===== config.mk =====
export PLATFORM = sky130hd
export DESIGN_NAME = ring_stop_buffered
export DESIGN_NICKNAME = d
export VERILOG_FILES = /design/src/rtl/ring_stop_pkg.sv /design/src/rtl/ring_stop_fifo.sv /design/src/rtl/ring_stop_buffered.sv
export SDC_FILE = /design/constraint.sdc
export NUM_CORES = 1
export LEC_CHECK = 0
export ABC_AREA = 1
export BUFFER_PORTS_ARGS = -buffer_cell sky130_fd_sc_hd__buf_2
export CAP_MARGIN = 15
export CORE_ASPECT_RATIO = 2
export CORE_MARGIN = 3
export CORE_UTILIZATION = 50
export CTS_CLUSTER_SIZE = 14
export DETAILED_ROUTE_END_ITERATION = 8
export PLACE_DENSITY = 0.7
export SLEW_MARGIN = 0
export SYNTH_ARGS = -nofsm -noshare
export SYNTH_HDL_FRONTEND = slang
export SYNTH_SLANG_ARGS = --single-unit

===== constraint.sdc =====
create_clock -name clk -period 11.8 [get_ports clk]
set_input_delay 1.18 -clock clk [delete_from_list [all_inputs] [get_ports clk]]
set_output_delay 1.18 -clock clk [all_outputs]
set_load 0.005 [all_outputs]

===== src/rtl/ring_stop_pkg.sv =====
`default_nettype none
// ============================================================================
// Module  : ring_stop_pkg
// Purpose : Shared defaults and helper functions for the buffered ring stop.
//           Provides default ring geometry and counter widths, a saturating
//           increment and a one-hot stop-mask generator.
// Revision: 1.0 - initial release
// ============================================================================
package ring_stop_pkg;

    localparam int unsigned C_NUM_STOPS = 8;
    localparam int unsigned C_HOP_W     = 4;
    localparam int unsigned C_CNT_W     = 16;

    // Saturating increment of a counter that is w bits wide (w <= 32).
    // The value is carried in 32 bits; callers cast the result back down.
    function automatic logic [31:0] sat_inc(input logic [31:0] v, input int unsigned w);
        logic [31:0] max_val;
        max_val = (w >= 32) ? 32'hFFFF_FFFF : ((32'd1 << w) - 32'd1);
        return (v == max_val) ? v : (v + 32'd1);
    endfunction

    // One-hot mask with bit 'id' set; callers cast to the ring width.
    function automatic logic [63:0] onehot_bit(input int unsigned id);
        return 64'd1 << id;
    endfunction

endpackage
`default_nettype wire


===== src/rtl/ring_stop_fifo.sv =====
`default_nettype none
// ============================================================================
// Module  : ring_stop_fifo
// Purpose : Small first-word-fall-through register FIFO. head_o shows the
//           oldest entry whenever empty_o is low. A push is taken when the
//           FIFO is not full, or when it is full and a pop happens in the
//           same cycle.
// Ports   : clk, reset (sync, active-high)
//           push_i/data_i  write side
//           pop_i          remove head (ignored when empty)
//           full_o/empty_o status, derived from registered pointers
//           head_o         current head entry
// Revision: 1.0 - initial release
// ============================================================================
module ring_stop_fifo #(
    parameter int unsigned WIDTH = 8,
    parameter int unsigned DEPTH = 4
) (
    input  logic             clk,
    input  logic             reset,
    input  logic             push_i,
    input  logic             pop_i,
    input  logic [WIDTH-1:0] data_i,
    output logic             full_o,
    output logic             empty_o,
    output logic [WIDTH-1:0] head_o
);

    localparam int unsigned AW = $clog2(DEPTH);

    logic [WIDTH-1:0] mem_q [DEPTH];
    // Pointers carry one extra wrap bit to tell full from empty.
    logic [AW:0]      wr_ptr_q;
    logic [AW:0]      rd_ptr_q;
    logic             w_do_push;
    logic             w_do_pop;

    assign empty_o   = (wr_ptr_q == rd_ptr_q);
    assign full_o    = (wr_ptr_q[AW] != rd_ptr_q[AW]) &&
                       (wr_ptr_q[AW-1:0] == rd_ptr_q[AW-1:0]);
    assign w_do_pop  = pop_i && !empty_o;
    assign w_do_push = push_i && (!full_o || w_do_pop);
    assign head_o    = mem_q[rd_ptr_q[AW-1:0]];

    always_ff @(posedge clk) begin
        if (reset) begin
            wr_ptr_q <= '0;
            rd_ptr_q <= '0;
            for (int i = 0; i < int'(DEPTH); i++) begin
                mem_q[i] <= '0;
            end
        end else begin
            if (w_do_push) begin
                mem_q[wr_ptr_q[AW-1:0]] <= data_i;
                wr_ptr_q                <= wr_ptr_q + 1'b1;
            end
            if (w_do_pop) begin
                rd_ptr_q <= rd_ptr_q + 1'b1;
            end
        end
    end

endmodule
`default_nettype wire


===== src/rtl/ring_stop_buffered.sv =====
`default_nettype none
// ============================================================================
// Module  : ring_stop_buffered
// Purpose : Buffered stop on a unidirectional multicast ring. Ejects packets
//           addressed to this stop into an ejection FIFO (stripping its own
//           dest bit), injects queued local packets into free slots (including
//           slots freed by a strip in the same cycle) and keeps starvation,
//           deflection and drop statistics. The ring path never stalls and
//           has exactly one cycle of latency.
// Ports   : clk, reset (sync, active-high), stop_id (static)
//           ring_in_*  / ring_out_*   upstream / downstream slot (out is reg)
//           inj_*                     injection valid/ready handshake
//           ej_*                      ejection valid/ready handshake (FWFT)
//           starve_cnt, deflect_cnt, drop_cnt  saturating statistics
// Config  : `define RING_STOP_TTL_EN enables hop counting and hop-limit drops;
//           when undefined hops pass through and drop_cnt stays 0.
// Revision: 1.0 - initial release
// ============================================================================
module ring_stop_buffered
    import ring_stop_pkg::*;
#(
    parameter int unsigned NUM_STOPS = C_NUM_STOPS,
    parameter int unsigned PAYLOAD_W = 48,
    parameter int unsigned INJ_DEPTH = 4,
    parameter int unsigned EJ_DEPTH  = 4,
    parameter int unsigned HOP_W     = C_HOP_W,
    parameter int unsigned MAX_HOPS  = 12,
    parameter int unsigned CNT_W     = C_CNT_W
) (
    input  logic                         clk,
    input  logic                         reset,
    input  logic [$clog2(NUM_STOPS)-1:0] stop_id,
    input  logic                         ring_in_valid,
    input  logic [NUM_STOPS-1:0]         ring_in_dest,
    input  logic [HOP_W-1:0]             ring_in_hops,
    input  logic [PAYLOAD_W-1:0]         ring_in_payload,
    output logic                         ring_out_valid,
    output logic [NUM_STOPS-1:0]         ring_out_dest,
    output logic [HOP_W-1:0]             ring_out_hops,
    output logic [PAYLOAD_W-1:0]         ring_out_payload,
    input  logic                         inj_valid,
    output logic                         inj_ready,
    input  logic [NUM_STOPS-1:0]         inj_dest,
    input  logic [PAYLOAD_W-1:0]         inj_payload,
    output logic                         ej_valid,
    input  logic                         ej_ready,
    output logic [NUM_STOPS-1:0]         ej_dest,
    output logic [PAYLOAD_W-1:0]         ej_payload,
    output logic [CNT_W-1:0]             starve_cnt,
    output logic [CNT_W-1:0]             deflect_cnt,
    output logic [CNT_W-1:0]             drop_cnt
);

    localparam int unsigned ENTRY_W = NUM_STOPS + PAYLOAD_W;

    // ------------------------------------------------------------------
    // Queues
    // ------------------------------------------------------------------
    logic               w_inj_full;
    logic               w_inj_empty;
    logic [ENTRY_W-1:0] w_inj_head;
    logic               w_inj_push;
    logic               w_inj_pop;

    logic               w_ej_full;
    logic               w_ej_empty;
    logic [ENTRY_W-1:0] w_ej_head;
    logic               w_ej_push;
    logic               w_ej_pop;
    logic               w_ej_can_push;

    // An empty destination vector is accepted but never enqueued.
    assign inj_ready  = !w_inj_full;
    assign w_inj_push = inj_valid && !w_inj_full && (inj_dest != '0);

    ring_stop_fifo #(
        .WIDTH (ENTRY_W),
        .DEPTH (INJ_DEPTH)
    ) u_inj_fifo (
        .clk     (clk),
        .reset   (reset),
        .push_i  (w_inj_push),
        .pop_i   (w_inj_pop),
        .data_i  ({inj_dest, inj_payload}),
        .full_o  (w_inj_full),
        .empty_o (w_inj_empty),
        .head_o  (w_inj_head)
    );

    assign ej_valid      = !w_ej_empty;
    assign w_ej_pop      = ej_valid && ej_ready;
    // A full ejection queue still accepts when the consumer drains this cycle.
    assign w_ej_can_push = !w_ej_full || w_ej_pop;
    assign ej_dest       = w_ej_head[ENTRY_W-1 -: NUM_STOPS];
    assign ej_payload    = w_ej_head[PAYLOAD_W-1:0];

    ring_stop_fifo #(
        .WIDTH (ENTRY_W),
        .DEPTH (EJ_DEPTH)
    ) u_ej_fifo (
        .clk     (clk),
        .reset   (reset),
        .push_i  (w_ej_push),
        .pop_i   (w_ej_pop),
        .data_i  ({ring_in_dest, ring_in_payload}),
        .full_o  (w_ej_full),
        .empty_o (w_ej_empty),
        .head_o  (w_ej_head)
    );

    // ------------------------------------------------------------------
    // Slot logic
    // ------------------------------------------------------------------
    logic [NUM_STOPS-1:0] w_own;
    logic                 w_hit;
    logic                 w_deflect;
    logic                 w_drop;
    logic [NUM_STOPS-1:0] w_fwd_dest;
    logic                 w_fwd_valid;
    logic [HOP_W-1:0]     w_fwd_hops;
    logic                 w_slot_busy;

    logic                 ring_valid_d,   ring_valid_q;
    logic [NUM_STOPS-1:0] ring_dest_d,    ring_dest_q;
    logic [HOP_W-1:0]     ring_hops_d,    ring_hops_q;
    logic [PAYLOAD_W-1:0] ring_payload_d, ring_payload_q;
    logic [CNT_W-1:0]     starve_d,  starve_q;
    logic [CNT_W-1:0]     deflect_d, deflect_q;
    logic [CNT_W-1:0]     drop_d,    drop_q;

    assign w_own = NUM_STOPS'(onehot_bit(32'(stop_id)));

    always_comb begin
        w_hit       = ring_in_valid && ((ring_in_dest & w_own) != '0);
        w_ej_push   = w_hit && w_ej_can_push;
        w_deflect   = w_hit && !w_ej_can_push;
        // Only a successfully ejected packet loses its own bit.
        w_fwd_dest  = w_ej_push ? (ring_in_dest & ~w_own) : ring_in_dest;
        w_fwd_valid = ring_in_valid && (w_fwd_dest != '0);
`ifdef RING_STOP_TTL_EN
        w_fwd_hops  = ring_in_hops + HOP_W'(1);
        // Hop limit applies only to what is left after local ejection.
        w_drop      = w_fwd_valid && (32'(ring_in_hops) >= (MAX_HOPS - 1));
`else
        w_fwd_hops  = ring_in_hops;
        w_drop      = 1'b0;
`endif
        w_slot_busy = w_fwd_valid && !w_drop;
        w_inj_pop   = !w_slot_busy && !w_inj_empty;

        ring_valid_d   = 1'b0;
        ring_dest_d    = '0;
        ring_hops_d    = '0;
        ring_payload_d = '0;
        if (w_inj_pop) begin
            ring_valid_d   = 1'b1;
            ring_dest_d    = w_inj_head[ENTRY_W-1 -: NUM_STOPS];
            ring_hops_d    = '0;
            ring_payload_d = w_inj_head[PAYLOAD_W-1:0];
        end else if (w_slot_busy) begin
            ring_valid_d   = 1'b1;
            ring_dest_d    = w_fwd_dest;
            ring_hops_d    = w_fwd_hops;
            ring_payload_d = ring_in_payload;
        end

        // Starvation runs only while a packet waits and the slot is taken.
        if (!w_inj_empty && w_slot_busy) begin
            starve_d = CNT_W'(sat_inc(32'(starve_q), CNT_W));
        end else begin
            starve_d = '0;
        end
        deflect_d = w_deflect ? CNT_W'(sat_inc(32'(deflect_q), CNT_W)) : deflect_q;
        drop_d    = w_drop    ? CNT_W'(sat_inc(32'(drop_q), CNT_W))    : drop_q;
    end

    always_ff @(posedge clk) begin
        if (reset) begin
            ring_valid_q   <= 1'b0;
            ring_dest_q    <= '0;
            ring_hops_q    <= '0;
            ring_payload_q <= '0;
            starve_q       <= '0;
            deflect_q      <= '0;
            drop_q         <= '0;
        end else begin
            ring_valid_q   <= ring_valid_d;
            ring_dest_q    <= ring_dest_d;
            ring_hops_q    <= ring_hops_d;
            ring_payload_q <= ring_payload_d;
            starve_q       <= starve_d;
            deflect_q      <= deflect_d;
            drop_q         <= drop_d;
        end
    end

    assign ring_out_valid   = ring_valid_q;
    assign ring_out_dest    = ring_dest_q;
    assign ring_out_hops    = ring_hops_q;
    assign ring_out_payload = ring_payload_q;
    assign starve_cnt       = starve_q;
    assign deflect_cnt      = deflect_q;
    assign drop_cnt         = drop_q;

endmodule
`default_nettype wire


==> run_results.csv <==
group,metric,value,unit
logic_synthesis,ys_types,37,
sta,clock_skew,22.0,ps
sta,setup_viol,0,
floorplanning,pin_count,291,
floorplanning,core,46100,um2
power,p_leak,11.3,nW
worst_setup_path,worstPathArrival,3690,ps
logic_synthesis,synth_area_leaders,"edfxtp_1, nor2_1, dfxtp_1",
worst_setup_path,cp_max_fo,113,
status,status,"completed",
cts,cts_hold_buffers,0,
routing,vias,17600,
logic_synthesis,synth_top_area_share,57.2,%
global_route,grtUsageMet3,3.33,%
cts,cts_tree,"yes",
cts,h-tree-depth,2,
cts,cts_resized,0,
routing,first_pass_iters,8,
worst_setup_path,path_buf_inv,3,
worst_setup_path,startpoint_type,"register",
global_route,antenna_found_initial,1,
cts,path_clk_slew,60,ps
floorplanning,start_util,51.0,%
sta,fin_ws,6930,ps
logic_synthesis,ys_seq_elements,557,
floorplanning,die_h,313,um
sta,rsz0062_at_grt,"false",
sta,fmax,0.205,GHz
routing,drt_iter0_markers,1741,
placement,portBuffers,274,
sta,fin_setup_tns,0,ps
global_route,grt_pass1_vias,17800,
global_route,grt-busiest-layer,"met2",
cts,root_buffer,"clkbuf_16",
global_route,overflow,0,
placement,gp_congestion,0.905,
worst_setup_path,crit_path_top_delay_cell,"dfxtp_4",
logic_synthesis,yosys_warnings,0,
routing,drt-vias-per-instance,5.51,
global_route,use_met1,30.1,%
floorplanning,rows,111,
cts,clockBufferDepth,3,
sta,hold_viol,0,
sta,drv_slew,0,
power,power.density,174,nW/um2
placement,dp_slack,7430,ps
logic_synthesis,postSynthAreaPerCell,10.1,um2
logic_synthesis,synthArstFlopShare,0,%
cts,clk-insertion-delay-late,580,ps
worst_setup_path,setup.worst_path.end_class,"output port",
cells_and_area,syn_to_final_growth,13.3,%
routing,routed_wl,65300,um
placement,dp_hpwl,40900,um
sta,fin_crit,4870,ps
sta,slew_headroom,24.3,%
logic_synthesis,ys_seq_area_share,66.5,%
sta,worstMarginPinSlew,1130,ps
cts,postCtsSetupBuffers,0,
cells_and_area,drive_gt1_share,15.4,%
global_route,track_usage,25.6,%
cells_and_area,nNetsFinal,2658,
global_route,gr-usage-met2,45.7,%
sta,min_period_over_period,41.3,%
sta,hold_ws,472,ps
routing,wl_per_cell,20.5,um
floorplanning,die_w,159,um
logic_synthesis,syn-cell-area,23500,um2
power,peakVddDrop,0.155,mV
logic_synthesis,synth_edf_count,448,
worst_setup_path,worst_path_largest_cell_delay,1080,ps
worst_setup_path,worstSetupPathType,"reg -> out",
logic_synthesis,yosys.area.top_type,"edfxtp_1",
worst_setup_path,required,10620,ps
global_route,grt_max_degree,114,
floorplanning,dieArea,49800,um2
job,max-cap-violations,0,
cts,cts_buffers,48,
global_route,grt_pass1_wl,99300,um
min_path,min_path_type,"reg -> reg",
logic_synthesis,synth_ff_type,"edfxtp_1",
routing,ant_nets,0,
routing,drc,0,
worst_setup_path,cpLargestDelayFamily,"buffers and inverters",
worst_setup_path,crit_chain,"clkinv_2, buf_4, o21ai_0, o22ai_1, buf_2",
cts,cts.sinks,557,
logic_synthesis,syn_inst,2329,
-- report_power, final --
| part | switching [mW] | internal [mW] |
|---|---|---|
| Clock | 0.693 | 0.840 |
| Combinational | 0.540 | 0.251 |
| Sequential | 0.0690 | 2.25 |
-- cell usage in the layout, fill, tap and decap left out, drive strengths merged, types with 2 or more instances in the layout --
| cell | n |
|---|---|
| nor2 | 729 |
| edfxtp | 448 |
| buf | 290 |
| nand2 | 237 |
| o21ai | 233 |
| inv | 161 |
| o22ai | 111 |
| dfxtp | 109 |
| clkbuf | 82 |
| nand3 | 32 |
| a21oi | 28 |
| nor3 | 22 |
| nand4 | 19 |
| conb | 16 |
| xor2 | 12 |
| xnor2 | 11 |
| clkinv | 8 |
| ha | 6 |
| nand3b | 2 |
| nor4 | 2 |
| a211oi | 2 |
-- worst min-delay path, stage by stage, from the launching register on --
cell and delay [ps]:
dfxtp_1 330, inv_1 50, a21oi_1 50
-- metal layers --
metal / share of wire, % / vias up
met2: 52 / 767
met3: 6.9 / 148
met5: 0 / -
met4: 5.1 / 0
met1: 36 / 8491
li1: - / 8169
-- registers in the layout (all words and copies together), names as in the netlist, named ones only --
signal / count
u_ej_fifo.mem_q: 224
u_inj_fifo.rd_ptr_q: 3
u_ej_fifo.wr_ptr_q: 3
ring_out_dest: 8
u_inj_fifo.mem_q: 224
ring_out_hops: 4
ring_out_payload: 48
ring_out_valid: 1
u_inj_fifo.wr_ptr_q: 3
starve_cnt: 16
deflect_cnt: 16
u_ej_fifo.rd_ptr_q: 3
-- per-stage QoR --
| stage | power (mW) | instances | area, um2 | utilization, % |
|---|---|---|---|---|
| 2_1_floorplan | 2.82 | 2344 | 23600 | - |
| 3_3_place_gp | 3.13 | 3099 | 25100 | 54.5 |
| 3_5_place_dp | 3.16 | 3099 | 25100 | 54.5 |
| 4_1_cts | 4.66 | 3189 | 26600 | 57.7 |
| 5_1_grt | 4.83 | 3190 | 26600 | 57.8 |
| 6_report | 4.64 | 3190 | 26600 | 57.8 |
-- layout make-up --
type | count | area, um2
Timing Repair Buffer | 290 | 1490
Clock buffer | 82 | 1460
Antenna cell | 1 | 2.50
Tap cell | 621 | 777
Fill cell | 4006 | 19500
Clock inverter | 8 | 50.0
Sequential cell | 557 | 15600
Inverter | 162 | 611
Multi-Input combinational cell | 1469 | 6600
-- Yosys cell counts (2+ instances only) --
cell type	number
a211oi_1	2
a21oi_1	27
buf_1	6
buf_2	16
buf_4	19
buf_6	18
clkbuf_1	97
dfxtp_1	109
edfxtp_1	448
ha_1	6
inv_1	157
inv_2	5
nand2_1	231
nand2_2	4
nand2_4	2
nand3_1	32
nand3b_1	2
nand4_1	19
nor2_1	724
nor2_2	3
nor3_1	22
nor4_1	2
o21ai_0	233
o22ai_1	111
xnor2_1	11
xor2_1	12
-- final timing paths --
path | start | end | slack (ps) | cells past startpoint
setup / recovery | register | ej_payload[12] | 6930 | 5
hold / removal | u_ej_fifo.rd_ptr_q[2]$_SDFFE_PP0P_ | u_ej_fifo.rd_ptr_q[2]$_SDFFE_PP0P_ | 470 | 2
setup reg to reg | u_ej_fifo.wr_ptr_q[1]$_SDFFE_PP0P_ | starve_cnt[12]$_SDFFE_PP0P_ | 8470 | 13
hold reg to reg | u_ej_fifo.rd_ptr_q[2]$_SDFFE_PP0P_ | u_ej_fifo.rd_ptr_q[2]$_SDFFE_PP0P_ | 470 | 2
-- cell families after synthesis --
kind of cell | after synthesis | synth area share (%)
xor+xnor | 23 | 0.857
fa+ha+maj | 6 | 0.319
other cells | 1 | 0.0160
buf+inv | 318 | 6.04
simple gates | 1045 | 17.5
compound gates | 379 | 8.75
flops | 557 | 66.5
Note: power is estimated with default switching activity, not from simulation.
